--- src/rtl/mult_8bit_seq_ctrl_pkg.sv ---
// Shared definitions for the sequential shift-add multiplier controller:
// FSM state encoding, default operand/product widths and the step-counter
// width helper used by both the controller and the shared step datapath.
package mult_seq_pkg;

    // Default operand width and the matching full-precision product width.
    localparam int DEFAULT_WIDTH      = 8;
    localparam int DEFAULT_PROD_WIDTH = 2 * DEFAULT_WIDTH;

    // Controller states: waiting for operands, stepping, holding the result.
    typedef enum logic [1:0] {
        IDLE = 2'd0,
        RUN  = 2'd1,
        DONE = 2'd2
    } mult_seq_state_e;

    // Width of the step counter that walks the multiplier bits 0..width-1.
    // Clamped to one bit so a degenerate width of 1 still yields a legal vector.
    function automatic int cnt_width(input int width);
        return (width <= 1) ? 1 : $clog2(width);
    endfunction

endpackage

--- src/rtl/mult_8bit_seq_ctrl_shift_add_step.sv ---
// Single conditional shift-add step of the unsigned multiply.
// Purely combinational: given the multiplicand, the bit position being
// processed, that multiplier bit and the running partial sum, it returns the
// updated partial sum. The controller instantiates exactly one of these and
// reuses it on every RUN cycle.
module shift_add_step
    import mult_seq_pkg::*;
#(
    parameter int WIDTH = DEFAULT_WIDTH,
    parameter int CNT_W = cnt_width(WIDTH)
) (
    input  logic [WIDTH-1:0]   x,
    input  logic [CNT_W-1:0]   shamt,
    input  logic               y_bit,
    input  logic [2*WIDTH-1:0] psum,
    output logic [2*WIDTH-1:0] new_sum
);

    // Multiplicand zero-extended to product width before shifting so no
    // high-order bits are lost for large shift amounts.
    logic [2*WIDTH-1:0] x_ext;
    logic [2*WIDTH-1:0] addend;

    assign x_ext  = {{WIDTH{1'b0}}, x};
    assign addend = x_ext << shamt;

    // Add the shifted multiplicand only when the current multiplier bit is set.
    // The sum of partial products of two WIDTH-bit unsigned values always fits
    // in 2*WIDTH bits, so the carry out is intentionally dropped.
    assign new_sum = psum + (y_bit ? addend : '0);

endmodule

--- src/rtl/mult_8bit_seq_ctrl.sv ---
// Sequential 8-bit unsigned multiplier controller.
// Runs the shift-add multiply one step per clock against a single shared
// step datapath, walking the multiplier from LSB to MSB. Operands are taken
// through a valid/ready handshake in IDLE; the 2*WIDTH-bit product is offered
// through a valid/ready handshake in DONE and held until accepted.
//
// Build option:
//   MULT_SEQ_EARLY_TERM_EN - leave RUN as soon as the remaining multiplier
//   bits are all zero (at least one step always executes). The product is
//   identical; only the latency shrinks. Undefined: always WIDTH RUN cycles.
module mult_8bit_seq_ctrl
    import mult_seq_pkg::*;
#(
    parameter int WIDTH = DEFAULT_WIDTH
) (
    input  logic               clk,
    input  logic               rst_n,
    input  logic               in_valid,
    output logic               in_ready,
    input  logic [WIDTH-1:0]   x,
    input  logic [WIDTH-1:0]   y,
    output logic               out_valid,
    input  logic               out_ready,
    output logic [2*WIDTH-1:0] p,
    output logic               busy
);

    localparam int                 CNT_W    = cnt_width(WIDTH);
    localparam logic [CNT_W-1:0]   LAST_CNT = CNT_W'(WIDTH - 1);

    mult_seq_state_e    state;
    mult_seq_state_e    state_next;

    logic [2*WIDTH-1:0] acc;
    logic [CNT_W-1:0]   cnt;
    logic [WIDTH-1:0]   x_reg;
    logic [WIDTH-1:0]   y_reg;
    logic [2*WIDTH-1:0] step_sum;

    logic               accept;
    logic               handoff;
    logic               last_step;

    // Handshake qualifiers shared by the FSM and the datapath registers.
    assign accept  = in_valid  && in_ready;
    assign handoff = out_valid && out_ready;

    // The step that ends RUN: the final multiplier bit, or (with early
    // termination) the step after which no set multiplier bits remain.
`ifdef MULT_SEQ_EARLY_TERM_EN
    assign last_step = (cnt == LAST_CNT) || ((y_reg >> 1) == '0);
`else
    assign last_step = (cnt == LAST_CNT);
`endif

    // The one shared datapath step, fed by the current bit position and LSB.
    shift_add_step #(
        .WIDTH (WIDTH),
        .CNT_W (CNT_W)
    ) u_step (
        .x       (x_reg),
        .shamt   (cnt),
        .y_bit   (y_reg[0]),
        .psum    (acc),
        .new_sum (step_sum)
    );

    // State register; reset aborts any in-flight multiply back to IDLE.
    always_ff @(posedge clk or negedge rst_n) begin
        // NOTE: clocked state is updated with non-blocking assignments so every
        // register samples pre-edge values regardless of block ordering.
        if (!rst_n) begin
            state <= IDLE;
        end else begin
            state <= state_next;
        end
    end

    // Next-state logic: accept -> step WIDTH (or fewer) times -> hold result.
    always_comb begin
        // NOTE: the default assignment up front keeps every path assigned, so
        // no latch is inferred when a case arm leaves the state unchanged.
        state_next = state;
        unique case (state)
            IDLE: if (accept)    state_next = RUN;
            RUN:  if (last_step) state_next = DONE;
            DONE: if (handoff)   state_next = IDLE;
            default:             state_next = IDLE;
        endcase
    end

    // Moore outputs decoded straight from the state register.
    always_comb begin
        in_ready  = 1'b0;
        out_valid = 1'b0;
        busy      = 1'b1;
        unique case (state)
            IDLE: begin
                in_ready = 1'b1;
                busy     = 1'b0;
            end
            RUN: begin
                in_ready = 1'b0;
            end
            DONE: begin
                out_valid = 1'b1;
            end
            default: begin
                in_ready = 1'b1;
                busy     = 1'b0;
            end
        endcase
    end

    // Datapath registers: capture operands on acceptance, then one shift-add
    // step per RUN cycle. x_reg is only ever written at acceptance, so input
    // changes after the handshake never reach the result.
    always_ff @(posedge clk or negedge rst_n) begin
        if (!rst_n) begin
            acc   <= '0;
            cnt   <= '0;
            x_reg <= '0;
            y_reg <= '0;
        end else begin
            unique case (state)
                IDLE: begin
                    if (accept) begin
                        x_reg <= x;
                        y_reg <= y;
                        acc   <= '0;
                        cnt   <= '0;
                    end
                end
                RUN: begin
                    acc   <= step_sum;
                    y_reg <= y_reg >> 1;
                    cnt   <= cnt + CNT_W'(1);
                end
                default: begin
                    // DONE holds the accumulated product stable for the consumer.
                end
            endcase
        end
    end

    // The product is the accumulator register itself, so p is glitch-free and
    // cannot change while the result is stalled in DONE.
    assign p = acc;

endmodule
--- config.mk ---
export PLATFORM = sky130hd
export DESIGN_NAME = mult_8bit_seq_ctrl
export DESIGN_NICKNAME = d
export VERILOG_FILES = /design/src/rtl/mult_8bit_seq_ctrl_pkg.sv /design/src/rtl/mult_8bit_seq_ctrl_shift_add_step.sv /design/src/rtl/mult_8bit_seq_ctrl.sv
export SDC_FILE = /design/constraint.sdc
export NUM_CORES = 1
export LEC_CHECK = 0
export ABC_AREA = 1
export CORE_ASPECT_RATIO = 0.5
export CORE_UTILIZATION = 45
export CTS_CLUSTER_SIZE = 10
export DETAILED_ROUTE_END_ITERATION = 10
export MAX_ROUTING_LAYER = met4
export PLACE_DENSITY = 0.76
export SYNTH_ARGS = -nofsm -noshare
export SYNTH_HDL_FRONTEND = slang
export SYNTH_SLANG_ARGS = --single-unit
export TNS_END_PERCENT = 100
--- constraint.sdc ---
create_clock -name clk -period 6.2 [get_ports clk]
set_input_delay 0.62 -clock clk [delete_from_list [all_inputs] [get_ports clk]]
set_output_delay 0.62 -clock clk [all_outputs]
set_load 0.1 [all_outputs]
==> results.md <==
| Result | Value |
|:---|:---|
| Total count of max-transition violations in the final report | 0 |
| Final clock period utilization by the worst path | 0.472 |
| Max FFs per register | 16 |
| Setup Skew | 0.00384 ns |
| TritonCTS clock tree | built |
| Area overhead of the layout relative to synthesis | 20.2% |
| HP Class | in2async |
| Final net count | 473 |
| Floorplan core area | 0.00566 sq mm |
| Clock-pin slew on the worst setup and hold paths | 0.06 ns |
| Fraction of post-synthesis cell area in the top cell type by area | 0.338 |
| Largest net degree at the start of global routing | 38 |
| Violated checks | design-rule violations |
| Cell types with the highest counts after synthesis | sky130_fd_sc_hd__nand2_1 (160), sky130_fd_sc_hd__inv_1 (40), sky130_fd_sc_hd__dfrtp_1 (37) |
| Number of hold-slack violations in the final timing report | 0 |
| Per-instance average area after synthesis | 6.88 sq um |
| Area of the die | 0.00642 sq mm |
| Classification of the worst setup path | reg2out |
| Overflow after GRT | 0 |
| Fmax | 0.342 GHz |
| Die outline height | 57.1 microns |
| Number of violations reported at the end of detailed-routing iteration 0 | 175 |
| Worst path top cell family by delay | buffers and inverters |
| Critical Path Sink Type | output port |
| TritonRoute pass-1 iters | 8 |
| Sequential area share after synthesis | 0.338 |
| Fin crit period | 2.93 ns |
| Number of maximum-capacitance violations | 0 |
| Yosys warning count | 0 |
| HPWL reported at the end of detailed placement | 4.55 mm |
| # Post-CTS Setup Buffers | 0 |
| Slowest stage cell on the critical path | sky130_fd_sc_hd__clkdlybuf4s50_1 |
| Quantity of hold-fixing buffers added after cts | 0 |
| Buffers on Ports | 38 |
| Count of state elements after synthesis | 37 |
| Biggest area consumer among synthesized cells | sky130_fd_sc_hd__dfrtp_1 |
| Detail Route Antenna Nets | 0 |
| Layout cell share with drive strength beyond 1 | 0.0670 |
| Endpoint required time on the critical path | 5.58 ns |
| RePlAce Congestion | 0.901 |
| Number of distinct library cells after synthesis | 32 |
| CP Cell Sequence | inv_1, ha_1, inv_2, clkdlybuf4s50_1 |
| Biggest fanout along the worst timing path | 3 |
| Startpoint types | register |
| Share of async-settable or async-resettable flops after synthesis | 1.00 |
| Instance count of the mapped netlist | 398 |
| Ports placed on the boundary | 39 |
| Total Routing Usage GR | 0.209 |
| Result of the run | complete, but fails checks |
| Number of synthesized flops with an enable pin | 0 |
| DRC | 3 |
| Total negative slack for setup checks | 0 ns |
| Buffer type at the clock tree root | sky130_fd_sc_hd__clkbuf_16 |
| Stage delay of the slowest cell on the critical path | 1.14 ns |
| Initial cell density of the core | 0.484 |
| Post-synth top flop | sky130_fd_sc_hd__dfrtp_1 |
| Vias in the first global route | 2192 |
| Cell with the most instances after synthesis | sky130_fd_sc_hd__nand2_1 |
| First-pass GRT wire length | 10.2 mm |
| Total standard cell area after synthesis | 0.00274 sq mm |
| Number of buffers inserted during clock tree synthesis | 5 |
| Net count after synthesis | 439 |
| Initial antenna violation count | 0 |
| Post-cts repair resize count | 0 |
| Routed via count | 2508 |
| Skew-Pair Late Insertion Delay | 0.28 ns |
| Clock buffer depth | 2 |
| Number of inserted diodes | 0 |
| Routed wire length per instance | 11.9 microns |
| Max transition margin | 0.351 |
| Buffer and inverter count on the worst path | 3 |
| Number of placement rows | 19 |
| Total number of H-tree levels | 2 |
| CP arrival | 2.31 ns |
| Setup repair after global routing missed its margin | false |
| Total wire length | 6.03 mm |
| Count of clock tree sinks | 37 |
| Average vias per placed instance | 4.96 |
| Top cells by area in the synthesized netlist | sky130_fd_sc_hd__dfrtp_1 (34%), sky130_fd_sc_hd__nand2_1 (22%), sky130_fd_sc_hd__ha_1 (9.1%), sky130_fd_sc_hd__inv_1 (5.5%), sky130_fd_sc_hd__nor2_1 (4.3%) |
| X dimension of the die | 112 microns |
| Count of endpoints failing setup in the final report | 0 |
| Transition time at the pin with the least slew margin | 0.971 ns |
==> routing by layer <==
layer  vias up  routed length [microns]  track usage
li1       1337                        -            -
met2        60                     2450        0.299
met5         -                        0            -
met3         8                      324       0.0393
met1      1103                     3190        0.304
met4         0                       69       0.0533
==> stage by stage <==
stage	util	worst slack (ns)	cell area, sq um	hold slack [ns]	std cells
finish	0.581	3.27	3290	0.431	506
global route	0.581	3.19	3290	0.516	506
CTS	0.581	3.26	3290	0.471	506
detailed placement	0.552	3.58	3120	0.491	498
global placement	0.552	3.61	3120	0.457	498
floorplan	-	3.68	2740	0.324	398
==> kinds of logic after synthesis <==
logic type / count (synthesis) / share of synthesized area
flip-flops: 37 / 0.338
AND/OR/NAND/NOR: 225 / 0.342
adder cells (fa/ha/maj): 21 / 0.0988
AO/OA/AOI/OAI: 55 / 0.120
buffers and inverters: 59 / 0.0969
multiplexers: 1 / 0.00366
==> layout make-up <==
| type | instances | area [sq um] |
|---|---|---|
| fillers | 530 | 2370 |
| multi-input cells | 302 | 1550 |
| flip-flops and latches | 37 | 926 |
| repair buffers | 38 | 375 |
| inverters | 48 | 183 |
| clock buffers | 6 | 129 |
| well taps | 73 | 91.3 |
| clock inverters | 2 | 38.8 |
==> worst paths after layout <==
path	startpoint	cells after the start	slack (ns)	endpoint
min in group clk	y_reg[7]	2	0.51	y_reg[7]
max in group asynchronous	rst_n	1	5.25	p[11]
worst min register to register	y_reg[7]	2	0.51	y_reg[7]
worst max-delay path	state[0]	4	3.27	in_ready
worst min-delay path	rst_n	1	0.43	x_reg[1]
worst max register to register	state[1]	6	3.74	p[0]
==> cell usage in the layout, fill, tap and decap left out, drive strengths merged <==
master / instances
nand2: 164
inv: 48
dfrtp: 37
clkdlybuf4s50: 37
nor2: 32
o21ai: 22
ha: 20
nand3: 20
a21oi: 15
o22ai: 7
a31oi: 7
clkbuf: 6
nand3b: 5
nor3: 2
nand4: 2
a22o: 2
mux2i: 1
a21o: 1
o31ai: 1
fa: 1
bufinv: 1
clkinv: 1
buf: 1
Power is not shown: default switching activity piles up to over one toggle a cycle in this logic, so the estimate is an artifact.
